--- src/rtl/pipe_pkg.sv ---
// Shared pipeline-register definitions: per-stage control bundles, their widths,
// field offsets and the all-zero NOP bundle used for bubbles and flushes.
package pipe_pkg;

  typedef struct packed {
    logic       reg_wr;
    logic       mem_to_reg;
    logic       mem_read;
    logic       mem_write;
    logic       branch;
    logic       jump;
    logic       alu_src;
    logic [3:0] alu_op;
    logic [4:0] rd;
  } id_ex_ctrl_t;

  typedef struct packed {
    logic       reg_wr;
    logic       mem_to_reg;
    logic       mem_read;
    logic       mem_write;
    logic [1:0] mem_size;
    logic [4:0] rd;
  } ex_mem_ctrl_t;

  typedef struct packed {
    logic       reg_wr;
    logic       mem_to_reg;
    logic [4:0] rd;
  } mem_wb_ctrl_t;

  localparam int unsigned ID_EX_CTRL_W  = $bits(id_ex_ctrl_t);
  localparam int unsigned EX_MEM_CTRL_W = $bits(ex_mem_ctrl_t);
  localparam int unsigned MEM_WB_CTRL_W = $bits(mem_wb_ctrl_t);

  localparam int unsigned ID_EX_RD_LSB         = 0;
  localparam int unsigned ID_EX_ALU_OP_LSB     = 5;
  localparam int unsigned ID_EX_ALU_SRC_BIT    = 9;
  localparam int unsigned ID_EX_JUMP_BIT       = 10;
  localparam int unsigned ID_EX_BRANCH_BIT     = 11;
  localparam int unsigned ID_EX_MEM_WRITE_BIT  = 12;
  localparam int unsigned ID_EX_MEM_READ_BIT   = 13;
  localparam int unsigned ID_EX_MEM_TO_REG_BIT = 14;
  localparam int unsigned ID_EX_REG_WR_BIT     = 15;

  localparam int unsigned EX_MEM_RD_LSB         = 0;
  localparam int unsigned EX_MEM_MEM_SIZE_LSB   = 5;
  localparam int unsigned EX_MEM_MEM_WRITE_BIT  = 7;
  localparam int unsigned EX_MEM_MEM_READ_BIT   = 8;
  localparam int unsigned EX_MEM_MEM_TO_REG_BIT = 9;
  localparam int unsigned EX_MEM_REG_WR_BIT     = 10;

  localparam int unsigned MEM_WB_RD_LSB         = 0;
  localparam int unsigned MEM_WB_MEM_TO_REG_BIT = 5;
  localparam int unsigned MEM_WB_REG_WR_BIT     = 6;

  localparam id_ex_ctrl_t  ID_EX_NOP  = '0;
  localparam ex_mem_ctrl_t EX_MEM_NOP = '0;
  localparam mem_wb_ctrl_t MEM_WB_NOP = '0;

endpackage

--- src/rtl/pipe_skid_entry.sv ---
// One buffer slot: valid flag plus ctrl/data payload. Clear beats load beats unload;
// payload flops only change on load or clear.
module pipe_skid_entry #(
  parameter int unsigned CTRL_W = 16,
  parameter int unsigned DATA_W = 128
) (
  input  logic              clk,
  input  logic              reset,
  input  logic              clear,
  input  logic              load,
  input  logic              unload,
  input  logic [CTRL_W-1:0] ctrl_in,
  input  logic [DATA_W-1:0] data_in,
  output logic              valid,
  output logic [CTRL_W-1:0] ctrl,
  output logic [DATA_W-1:0] data
);

  logic              valid_q, valid_d;
  logic [CTRL_W-1:0] ctrl_q, ctrl_d;
  logic [DATA_W-1:0] data_q, data_d;

  always_comb begin
    valid_d = valid_q;
    ctrl_d  = ctrl_q;
    data_d  = data_q;
    if (clear) begin
      valid_d = 1'b0;
      ctrl_d  = '0;
      data_d  = '0;
    end else if (load) begin
      valid_d = 1'b1;
      ctrl_d  = ctrl_in;
      data_d  = data_in;
    end else if (unload) begin
      valid_d = 1'b0;
    end
  end

  always_ff @(posedge clk or posedge reset) begin
    if (reset) begin
      valid_q <= 1'b0;
      ctrl_q  <= '0;
      data_q  <= '0;
    end else begin
      valid_q <= valid_d;
      ctrl_q  <= ctrl_d;
      data_q  <= data_d;
    end
  end

  assign valid = valid_q;
  assign ctrl  = ctrl_q;
  assign data  = data_q;

endmodule

--- src/rtl/pipe_stage_reg.sv ---
// Generic pipeline-stage register with valid/ready handshake, optional skid entry,
// synchronous flush to NOP and a saturating stall counter.
module pipe_stage_reg
  import pipe_pkg::*;
#(
  parameter int unsigned CTRL_W = ID_EX_CTRL_W,
  parameter int unsigned DATA_W = 128,
  parameter int unsigned SKID   = 1,
  parameter int unsigned CNT_W  = 16
) (
  input  logic              clk,
  input  logic              reset,
  input  logic              flush,
  input  logic              in_valid,
  output logic              in_ready,
  input  logic [CTRL_W-1:0] in_ctrl,
  input  logic [DATA_W-1:0] in_data,
  output logic              out_valid,
  input  logic              out_ready,
  output logic [CTRL_W-1:0] out_ctrl,
  output logic [DATA_W-1:0] out_data,
  output logic [1:0]        occupancy,
  output logic [CNT_W-1:0]  stall_cnt
);

  localparam logic [CTRL_W-1:0] NOP_CTRL = '0;

  logic              m_valid, s_valid;
  logic [CTRL_W-1:0] m_ctrl, s_ctrl, m_ctrl_in;
  logic [DATA_W-1:0] m_data, s_data, m_data_in;
  logic              in_fire, out_fire;
  logic              m_load, m_unload, m_from_s, s_load, s_unload;
  logic [CNT_W-1:0]  stall_cnt_q, stall_cnt_d;

  // With a skid entry, in_ready is simply the inverted S valid flop.
  assign in_ready  = (SKID != 0) ? !s_valid : (!m_valid | out_ready);
  assign in_fire   = in_valid & in_ready;
  assign out_fire  = m_valid & out_ready;

  always_comb begin
    m_load   = 1'b0;
    m_unload = 1'b0;
    m_from_s = 1'b0;
    s_load   = 1'b0;
    s_unload = 1'b0;
    if (SKID != 0) begin
      if (!m_valid) begin
        m_load = in_fire;
      end else if (out_ready) begin
        if (s_valid) begin
          m_load   = 1'b1;
          m_from_s = 1'b1;
          s_unload = 1'b1;
        end else if (in_fire) begin
          m_load = 1'b1;
        end else begin
          m_unload = 1'b1;
        end
      end else begin
        s_load = in_fire;
      end
    end else begin
      m_load   = in_fire;
      m_unload = out_fire & !in_fire;
    end
  end

  assign m_ctrl_in = m_from_s ? s_ctrl : in_ctrl;
  assign m_data_in = m_from_s ? s_data : in_data;

  pipe_skid_entry #(.CTRL_W(CTRL_W), .DATA_W(DATA_W)) u_main (
    .clk     (clk),
    .reset   (reset),
    .clear   (flush),
    .load    (m_load),
    .unload  (m_unload),
    .ctrl_in (m_ctrl_in),
    .data_in (m_data_in),
    .valid   (m_valid),
    .ctrl    (m_ctrl),
    .data    (m_data)
  );

  if (SKID != 0) begin : g_skid
    pipe_skid_entry #(.CTRL_W(CTRL_W), .DATA_W(DATA_W)) u_skid (
      .clk     (clk),
      .reset   (reset),
      .clear   (flush),
      .load    (s_load),
      .unload  (s_unload),
      .ctrl_in (in_ctrl),
      .data_in (in_data),
      .valid   (s_valid),
      .ctrl    (s_ctrl),
      .data    (s_data)
    );
  end else begin : g_no_skid
    assign s_valid = 1'b0;
    assign s_ctrl  = '0;
    assign s_data  = '0;
  end

  always_comb begin
    stall_cnt_d = stall_cnt_q;
    if (m_valid && !out_ready && !flush && (stall_cnt_q != '1))
      stall_cnt_d = stall_cnt_q + 1'b1;
  end

  always_ff @(posedge clk or posedge reset) begin
    if (reset) stall_cnt_q <= '0;
    else       stall_cnt_q <= stall_cnt_d;
  end

  assign out_valid = m_valid;
  assign out_ctrl  = m_valid ? m_ctrl : NOP_CTRL;
  assign out_data  = m_data;
  assign occupancy = {1'b0, m_valid} + {1'b0, s_valid};
  assign stall_cnt = stall_cnt_q;

endmodule

--- config.mk ---
export PLATFORM = sky130hd
export DESIGN_NAME = pipe_stage_reg
export DESIGN_NICKNAME = d
export VERILOG_FILES = /design/src/rtl/pipe_pkg.sv /design/src/rtl/pipe_skid_entry.sv /design/src/rtl/pipe_stage_reg.sv
export SDC_FILE = /design/constraint.sdc
export NUM_CORES = 1
export LEC_CHECK = 0
export BUFFER_PORTS_ARGS = -buffer_cell sky130_fd_sc_hd__buf_2
export CORE_MARGIN = 2
export CORE_UTILIZATION = 45
export DETAILED_ROUTE_END_ITERATION = 10
export GPL_ROUTABILITY_DRIVEN = 0
export PLACE_DENSITY = 0.77
export SYNTH_ARGS = -nofsm -noshare
export SYNTH_HDL_FRONTEND = slang
export SYNTH_HIERARCHICAL = 1
export SYNTH_SLANG_ARGS = --single-unit
--- constraint.sdc ---
create_clock -name clk -period 6.6 [get_ports clk]
set_input_delay 0.66 -clock clk [delete_from_list [all_inputs] [get_ports clk]]
set_output_delay 0.66 -clock clk [all_outputs]
set_load 0.02 [all_outputs]
======== Yosys cells after proc, flatten, opt, wreduce, memory -nomap -nowiden ========
Index checks and enable logic that the tools add are counted.
cells by class
  $add $sub $neg .......................... 2
  eq/ne operators ......................... 1
  muxes and demuxes ....................... 30
  bitwise logic cells ..................... 1
  reduce and logical (&&, ||, !) cells .... 10
operators with widths
  cell                     number
  $mux W128                5
  $mux W16                 6
  $mux W1                  19
  $add A16 B1 Y16 const B  1
  $ne A16 B16 Y1 const B   1
  $reduce_bool A3 Y1       2
  $reduce_bool A2 Y1       2
  $logic_and A1 B1 Y1      3
  $logic_not A1 Y1         3
  $add A1 B1 Y2            1
  $and A1 B1 Y1            1
word-level totals
  flip-flop bits (word level) ............. 306
  bits of input ports ..................... 149
  output and inout port bits .............. 164
  word-level logic and storage cells ...... 51

======== Depth between registers and ports, before layout ========
Gate-level depths: netlist of the first run.
  depth after elaboration ................. 9
  gate-level depth with buffers ........... 8
  mapped depth without buffers ............ 5

======== Hierarchy ========
The synthesis of the first run kept the hierarchy.
by module, submodules not included
  module           instances  cells an instance  area each (um2)
  pipe_skid_entry  2          469                5,840.6
  pipe_stage_reg   1          260                2,741.4

======== Worst setup path before layout of the first run ========
OpenSTA, ideal clock, no wires.
  kind .................................... register -> register
  from .................................... register u_main.valid_q (netlist: u_main/valid)
  to ...................................... register u_main.data_q[114] (netlist: u_main/data[114])
  data arrival time ....................... 1.716 ns
  data required time ...................... 6.468 ns
  setup slack ............................. 4.752 ns
  cell stages (with the launch flop) ...... 8
  buffers on the path ..................... 2
  cells stage by stage .................... dfrtp_1 -> nand2_1 -> nor2_4 -> buf_6 -> buf_6 -> mux2_2 -> mux2i_1 -> nor2_1
on the way
  cells in the longest elaborated chain, start to end .. 4
  elaborated cells between the ends (all ways) .. 6
RTL lines
  what                    RTL line               RTL
  start, declared         pipe_skid_entry.sv:19  logic valid_q, valid_d;
  start signal, assigned  pipe_skid_entry.sv:46  valid_q <= valid_d;
  $mux W1                 pipe_stage_reg.sv:47   if (!m_valid) begin
  $mux W128               pipe_stage_reg.sv:69   assign m_data_in = m_from_s ? s_data : in_data;
  via m_data_in[114]      pipe_stage_reg.sv:30   logic [DATA_W-1:0] m_data, s_data, m_data_in;
  $mux W128               pipe_skid_entry.sv:31  end else if (load) begin
  $mux W128               pipe_skid_entry.sv:27  if (clear) begin
  end signal, assigned    pipe_skid_entry.sv:48  data_q <= data_d;
  end, declared           pipe_skid_entry.sv:21  logic [DATA_W-1:0] data_q, data_d;
The timed path passes the listed nets, and every way through them passes these cells. The select of a mux whose other input is x is not followed.
A chain may end at the register's enable or synchronous reset.

======== Final worst setup path of the first run ========
  from .................................... register u_main.valid_q (netlist: u_main/valid)
  to ...................................... register g_skid.u_skid.data_q[71] (netlist: g_skid.u_skid/data[71])
on the way
  cells in the longest elaborated chain, start to end .. 2
RTL lines
  what                                 RTL line               RTL
  $mux W1                              pipe_stage_reg.sv:47
  via s_load                           pipe_stage_reg.sv:32   logic m_load, m_unload, m_from_s, s_load, s_unload;
  $reduce_bool A2 Y1 (no source line)  n/a
  end signal, assigned                 pipe_skid_entry.sv:48
  end, declared                        pipe_skid_entry.sv:21
The timed path passes the listed nets, and every way through them passes these cells.

==> results of run 1 <==
power by group:
group          internal (mW)  switching, mW  total, mW  leakage (nW)
Combinational          0.267          0.393      0.660          3.79
Sequential              1.98         0.0710       2.05          4.16
Clock                   1.15          0.747       1.90         0.564
Total                   3.40           1.21       4.61          8.51
worst max-delay path by stage:
stage,slack (ns),startpoint,to,depth (start not counted)
finish,3.65,u_main/valid$_DFFE_PP0P_,g_skid.u_skid/data[71]$_DFFE_PP0P_,5
global route,3.51,u_main/valid$_DFFE_PP0P_,g_skid.u_skid/data[111]$_DFFE_PP0P_,5
CTS,3.70,u_main/valid$_DFFE_PP0P_,g_skid.u_skid/data[111]$_DFFE_PP0P_,5
detailed placement,3.76,u_main/valid$_DFFE_PP0P_,g_skid.u_skid/data[37]$_DFFE_PP0P_,5
global placement,3.85,u_main/valid$_DFFE_PP0P_,g_skid.u_skid/data[5]$_DFFE_PP0P_,5
floorplan,2.05,reset,g_skid.u_skid/ctrl[0]$_DFFE_PP0P_,1
cell families (layout without fill, tap and decap cells):
kind of cell,after synthesis,after routing
AOI/OAI and AO/OA,8,8
other,0,3
buffers and inverters,87,388
DFF,306,306
xor gates and xnor gates,11,11
and+or+nand+nor,348,348
adders and majority gates,2,2
muxes,436,436
cells in the final DEF (no fill, tap or decap), types with 3 or more instances in the layout:
master and count:
nand2_1 6, mux2i_1 288, xor2_1 4, and4_1 3, nor2_1 291, buf_2 311
dfrtp_1 306, clkbuf_16 37, clkinv_2 8, mux2_2 140, nand3_1 5, and3_1 5
nand4_1 7, nand2b_1 3, buf_4 6, clkbuf_1 7, clkbuf_8 6, and2_1 17
inv_1 4, mux2_1 6, xnor2_1 7, buf_12 3, a21oi_1 4, diode_2 3
registers in the layout (all words and copies together) (netlist names):
name	flops
g_skid.u_skid/ctrl	16
g_skid.u_skid/data	128
g_skid.u_skid/valid	1
stall_cnt	16
u_main/ctrl	16
u_main/data	128
u_main/valid	1
routing by layer:
layer	vias up	track usage [%]
met4	10	5.22
met2	290	34.6
met3	55	6.97
met5	-	0
li1	4634	-
met1	4994	25.0
final cells by class:
cell class	instances	share of cell area [%]
Inverter	7	0.211
Tap cell	402	2.92
Multi-Input combinational cell	805	36.1
Clock buffer	49	5.93
Timing Repair Buffer	321	9.73
Antenna cell	3	0.0436
Sequential cell	306	44.5
Clock inverter	11	0.632
metrics by stage:
step | utilization (%) | instances | worst slack (ns) | instance area [um2] | power, mW
6_report | 54.6 | 1904 | 3.65 | 17200 | 4.61
5_1_grt | 54.6 | 1902 | 3.51 | 17200 | 4.82
4_1_cts | 54.6 | 1901 | 3.70 | 17200 | 4.66
3_5_place_dp | 51.0 | 1841 | 3.76 | 16100 | 2.75
3_3_place_gp | 51.0 | 1841 | 3.85 | 16100 | 2.73
2_1_floorplan | - | 1198 | 2.05 | 14400 | 2.53
worst max-delay path, delay by kind of cell, from the launching register on:
| family | cells | cell delay, ns |
|---|---|---|
| buffers and inverters | 2 | 0.85 |
| flip-flops | 1 | 0.78 |
| AND/OR/NAND/NOR | 2 | 0.56 |
| multiplexers | 1 | 0.29 |
==> results.yml, run 1 <==
critical_path:
  crit_slowest_cell: "dfrtp_1"
  ff2ff_path_depth: 5
  critical_path.max_stage_delay_ns: 0.78
  r2r_start: "u_main/valid$_DFFE_PP0P_"
  rrSetupSlack_ns: 3.65
  end_kind: "register"
  rr_endpoint: "g_skid.u_skid/data[71]$_DFFE_PP0P_"
  worstPathCellList: "inv_2 > nor4b_2 > buf_12 > mux2i_1 > nor2_1"
  crit_fanout: 133
  required_ns: 6.94
  start_kind: "register"
  critical_path_class: "register to register"
  crit_arrival_ns: 3.29
clocking:
  insertion_delay_ns: 0.50
  cts_num_sinks: 306
  cts_max_level: 2
  max-clock-path-buffers: 3
  numCtsBuffers: 35
  cts_tree: "yes"
  post_cts_buffers: 0
  clkTransAtPathRegs_ns: 0.06
  clockRootBuffer: "clkbuf_16"
  cts_resized: 0
  ctsHoldBuffers: 0
synthesis:
  netlist_top_cells_count: "dfrtp_1, nor2_1, mux2i_1"
  synthAdderAreaFrac_pct: 0.174
  synth.distinct_cells: 34
  syn_area_per_cell_um2: 12.0
  synth_mux_area_share_pct: 31.6
  synth_xor_area_share_pct: 0.668
  netlist_instances: 1198
  synth-seq-area-share_pct: 53.1
  synth.most_common_cell: "dfrtp_1"
  syn-num-nets: 1349
  synth_compound_area_share_pct: 0.304
  synth_async_sr_flop_share_pct: 100
  synth_top_area_share_pct: 53.1
  synth_edf_count: 0
  syn_area_um2: 14400
  synth_area_leaders: "dfrtp_1, mux2i_1, mux2_2"
  synth_ff_type: "dfrtp_1"
  yosys.area_share.simple_pct: 10.2
  synth_top_family_by_area: "multiplexers"
  synth_top_cell_by_area: "dfrtp_1"
  ys_ff_latch: 306
  synth_warnings: 6
floorplanning:
  pin_count: 313
  die_h_um: 183
  num_rows: 65
  start_util_pct: 45.7
  core_um2: 31600
  die_area_um2: 33500
  die-width_um: 183
sta:
  fin_crit_sh_pct: 44.7
  tightest_slew_ns: 1.15
  max_freq_mhz: 339
  final_max_slew_viol_count: 0
  fin_skew_ns: 0.0163
  report.final.hold_viol_count: 0
  rsz0062_at_grt: "no"
  min_period_ns: 2.95
  final.setup.tns_ns: 0
  hold_slack_ns: 0.319
  max_slew_margin_pct: 23.2
  setup_viol: 0
power_and_ir_drop:
  power_density_nw_per_um2: 268
  power.leakage_nw: 8.51
  ir_drop_uv: 173
routing:
  drt_wl_total_um: 34300
  highest_layer: "met5"
  wl_per_cell_um: 18.0
  drtAntennaViolNets: 0
  initialDrtViolationCount: 544
  vias: 9983
  viasPerCell: 5.24
  wl_met2_um: 16600
  dr_wl_met3_um: 2720
  route.detailed.drc: 0
  dr.pass1.iters: 4
  met1_length_um: 14300
global_route:
  grt_pass1_vias: 10585
  antenna_found_initial: 7
  grt_pass1_wl_um: 55200
  track_usage_pct: 20.4
  grt_max_degree: 144
  grt_overflow: 0
placed_design:
  port-buffer-count: 312
  dp.final_hpwl_um: 20900
outcome:
  status: "finished, final reports clean"
layout:
  area_delta_synth_final_pct: 19.4
  regArea_um2: 7660
  multi_input_area_um2: 6220
  layout-drive-gt1-share_pct: 35.1
  fillCellCount: 2727
  final_net_count: 1627
run:
  maxCapViolations: 0
min_path:
  hold_path.class: "input pin to asynchronous set/reset pin"
Note: power is estimated with default switching activity, not from simulation.
==> run 2, diff against run 1 <==
- PLACE_DENSITY: 0.77 -> 0.8
- clock period: 6.6 -> 2.6 ns (I/O delays scaled with it)
==> results.yml, run 2 (synthesis gave the netlist of run 1 again) <==
sta:
  tightest_slew_ns: 0.714
  final.setup.tns_ns: 0
  hold_slack_ns: 0.0196
  report.final.hold_viol_count: 0
  max_freq_mhz: 439
  max_slew_margin_pct: 52.4
  fin_skew_ns: 0.0101
  setup_viol: 0
  setup_slack_ns: 0.321
  rsz0062_at_grt: "no"
  final_max_slew_viol_count: 0
  min_period_ns: 2.28
  fin_crit_sh_pct: 87.6
global_route:
  grt_max_degree: 152
  track_usage_pct: 20.2
  grt_pass1_vias: 10428
  grt_overflow: 0
  grt_pass1_wl_um: 55100
  antenna_found_initial: 6
routing:
  drt_wl_total_um: 34100
  drtAntennaViolNets: 0
  route.detailed.drc: 0
  initialDrtViolationCount: 419
  wl_per_cell_um: 17.6
  dr.pass1.iters: 5
  vias: 10066
  viasPerCell: 5.21
floorplanning:
  die_area_um2: 33500
  start_util_pct: 45.7
  die_h_um: 183
  die-width_um: 183
  num_rows: 65
  core_um2: 31600
  pin_count: 313
power_and_ir_drop:
  ir_drop_uv: 398
  switching_share_pct: 25.9
  switchingPower_mw: 3.08
  combinationalPowerShare_pct: 14.5
  power_frac_seq_pct: 43.9
  power_density_nw_per_um2: 674
  power.internal_mw: 8.78
  fin_total_pwr_mw: 11.9
  power.leakage_nw: 8.67
  clock_power_share_pct: 41.6
layout:
  regArea_um2: 7660
  layout-drive-gt1-share_pct: 35.2
  final_common_cell: "buf_2"
  layout_common_cells: "buf_2, dfrtp_1, nor2_1, mux2i_1, mux2_2"
  stdcell_count: 1932
  multi_input_area_um2: 6220
  finalCoreUtilization_pct: 55.8
  final_net_count: 1653
  area_delta_synth_final_pct: 22.1
  design_area_um2: 17600
  fillCellCount: 2620
placed_design:
  place_area_um2: 16300
  port-buffer-count: 312
  pre_cts_slack_ns: 0.366
  placedCellCount: 1852
  dp.final_hpwl_um: 21900
clocking:
  cts_resized: 0
  max-clock-path-buffers: 3
  clkTransAtPathRegs_ns: 0.06
  cts_num_sinks: 306
  cts_max_level: 2
  clockRootBuffer: "clkbuf_16"
  numCtsBuffers: 35
  post_cts_buffers: 0
  cts_tree: "yes"
  insertion_delay_ns: 0.50
critical_path:
  required_ns: 2.96
  end_kind: "register"
  critical_path_class: "register to register"
  crit_fanout: 75
  start_kind: "register"
  crit_arrival_ns: 2.63
min_path:
  hold_path.class: "input pin to register"
run:
  maxCapViolations: 0
outcome:
  status: "finished, final reports clean"
## run 2: area by class of cell
cell class,count,share of cell area [%]
repair buffers,347,11.5
multi-input cells,805,35.3
clock buffers,51,5.84
clock inverters,11,0.775
inverters,7,0.192
diodes,3,0.0426
well taps,402,2.86
flip-flops and latches,306,43.5
## run 2: path summary, 6_finish.rpt
path / start / end / slack [ns] / cells after the start
worst min-delay path: in_data[56] / g_skid.u_skid/data[56]$_DFFE_PP0P_ / 0.02 / 3
min in group asynchronous: reset / u_main/data[114]$_DFFE_PP0P_ / 0.29 / 3
worst max-delay path: u_main/valid$_DFFE_PP0P_ / g_skid.u_skid/data[72]$_DFFE_PP0P_ / 0.32 / 5
worst max register to register: u_main/valid$_DFFE_PP0P_ / g_skid.u_skid/data[72]$_DFFE_PP0P_ / 0.32 / 5
max in group asynchronous: reset / u_main/data[36]$_DFFE_PP0P_ / 1.65 / 4
worst min register to register: g_skid.u_skid/data[60]$_DFFE_PP0P_ / g_skid.u_skid/data[60]$_DFFE_PP0P_ / 0.51 / 2
## run 2: power groups by stage
stage | Combinational (mW) | Sequential (mW) | Clock, mW
after floorplan | 0.940 | 5.47 | 0
after global placement | 1.68 | 5.27 | 0
after detailed placement | 1.72 | 5.28 | 0
after CTS | 1.74 | 5.20 | 5.07
after global routing | 1.87 | 5.23 | 5.26
final | 1.72 | 5.20 | 4.93
## run 2: repair_timing
action	4_1_cts	5_1_grt
hold buffers	15	0
setup endpoints to repair	0	0
endpoints found under the hold margin	180	0
## run 2: worst max-delay path: stages, from the launching register on
cell and delay [ns]:
dfrtp_1 0.49, inv_2 0.14, nor4b_2 0.55, buf_12 0.42, mux2i_1 0.28, nor2_1 0.06
## run 2: per-layer routing
layer  vias to the layer above  global-route usage, %  part of all wire (%)  wire length (um)
li1                       4692                      -                     -                 -
met1                      4999                   25.7                    42             14300
met2                       308                   33.7                    48             16500
met3                        63                   5.88                   7.4              2520
met4                         4                   5.86                   2.3               768
met5                         -                      0                 0.070                24
==> run 3, diff against run 2 <==
- CORE_UTILIZATION: 45 -> 50
- PLACE_DENSITY: 0.8 -> 0.86
- clock period: 2.6 -> 2 ns (I/O delays scaled with it)
==> results.yml, run 3 (synthesis gave the netlist of run 1 again) <==
outcome:
  status: "finished, final reports clean"
run:
  maxCapViolations: 0
sta:
  fin_skew_ns: 0.0100
  setup_slack_ns: 0.0220
  max_freq_mhz: 506
  tightest_slew_ns: 0.770
  final_max_slew_viol_count: 0
  min_period_ns: 1.98
  report.final.hold_viol_count: 0
  rsz0062_at_grt: "no"
  max_slew_margin_pct: 48.6
  fin_crit_sh_pct: 98.9
  final.setup.tns_ns: 0
  setup_viol: 0
layout:
  diodes: 0
  final_common_cell: "buf_2"
  area_delta_synth_final_pct: 32.8
  fillCellCount: 1930
  final_net_count: 1810
  finalCoreUtilization_pct: 67.1
  layout-drive-gt1-share_pct: 34.2
  layout_common_cells: "buf_2, dfrtp_1, nor2_1, mux2i_1, mux2_2"
critical_path:
  critical_path_class: "register to register"
  critical_path_buf_inv_count: 2
  rrSetupSlack_ns: 0.02
  crit_fanout: 27
  crit_slowest_cell: "dfrtp_1"
  start_kind: "register"
  critical_path.max_stage_delay_ns: 0.40
  required_ns: 2.35
  crit_arrival_ns: 2.33
  cp_common_cell: "buf_12"
  worstPathCellList: "nand2_1 > nor2_4 > buf_12 > buf_12 > mux2_2 > mux2i_1 > nor2_1"
  end_kind: "register"
  cp_top_family: "multiplexers"
placed_design:
  port-buffer-count: 312
  pre_cts_slack_ns: 0.115
  dp.final_hpwl_um: 24000
floorplanning:
  start_util_pct: 50.5
  pin_count: 313
  die_area_um2: 30200
  core_um2: 28500
  die-width_um: 174
  die_h_um: 174
  num_rows: 62
global_route:
  grt_max_degree: 125
  grt_pass1_wl_um: 65100
  track_usage_pct: 26.7
  grt_overflow: 0
  antenna_found_initial: 0
  grt_pass1_vias: 12035
routing:
  vias: 11259
  dr.pass1.iters: 5
  drtAntennaViolNets: 0
  viasPerCell: 5.45
  drt_wl_total_um: 40900
  wl_per_cell_um: 19.8
  initialDrtViolationCount: 634
  route.detailed.drc: 0
clocking:
  cts_max_level: 2
  max-clock-path-buffers: 3
  cts_tree: "yes"
  cts_num_sinks: 306
  numCtsBuffers: 35
  insertion_delay_ns: 0.50
  clockRootBuffer: "clkbuf_16"
  clkTransAtPathRegs_ns: 0.06
power_and_ir_drop:
  ir_drop_uv: 703
  power_density_nw_per_um2: 810
  power.leakage_nw: 9.38
min_path:
  hold_path.class: "input pin to register"
==> run 3: worst paths after layout <==
path / start / to / depth (start not counted)
max in group asynchronous: reset / u_main/data[3]$_DFFE_PP0P_ / 4
worst max register to register: u_main/valid$_DFFE_PP0P_ / u_main/data[20]$_DFFE_PP0P_ / 7
worst max-delay path: u_main/valid$_DFFE_PP0P_ / u_main/data[20]$_DFFE_PP0P_ / 7
worst min register to register: g_skid.u_skid/data[31]$_DFFE_PP0P_ / g_skid.u_skid/data[31]$_DFFE_PP0P_ / 2
worst min-delay path: in_ctrl[8] / g_skid.u_skid/ctrl[8]$_DFFE_PP0P_ / 3
min in group asynchronous: reset / g_skid.u_skid/ctrl[4]$_DFFE_PP0P_ / 3
==> run 3: power by group <==
part / total (mW) / internal (mW) / switching [mW]
logic: 2.63 / 1.16 / 1.47
registers: 6.77 / 6.53 / 0.241
clock network: 6.11 / 3.62 / 2.49
total: 15.5 / 11.3 / 4.20
==> run 3: layout make-up <==
cell class / instances / area (um2) / share of cell area [%]
clock inverters: 9 / 52.6 / 0.274
flip-flops and latches: 306 / 7660 / 40.0
repair buffers: 504 / 3640 / 19.0
clock buffers: 50 / 1040 / 5.46
well taps: 384 / 480 / 2.51
multi-input cells: 805 / 6240 / 32.6
inverters: 7 / 33.8 / 0.176
==> run 3: metal layers <==
metal | wire (um) | up-vias | GRT usage (%)
met4 | 1370 | 0 | 9.70
met5 | 0 | - | 0
met2 | 21000 | 459 | 46.8
met1 | 16100 | 5691 | 32.7
li1 | - | 4998 | -
met3 | 2430 | 111 | 5.33
==> run 3: metrics by stage <==
step	std cells	total power, mW	hold slack, ns	cell area (um2)
CTS	2062	15.5	0.000854	19100
detailed placement	1868	9.20	0.327	16600
floorplan	1198	8.34	0.114	14400
global route	2065	16.1	0.0178	19100
global placement	1868	9.12	0.323	16600
finish	2065	15.5	0.0123	19100
==> run 3: tightest hold or removal path, cell delays in order <==
cell and delay (ns):
buf_2 0.11, mux2i_1 0.08, nor2_1 0.08
==> run 3: timing repair <==
action	in CTS	in global routing
hold buffers	135	1
buffers inserted	0	1
endpoints found under the hold margin	179	1
gates resized for setup	0	3
setup endpoints to repair	0	7
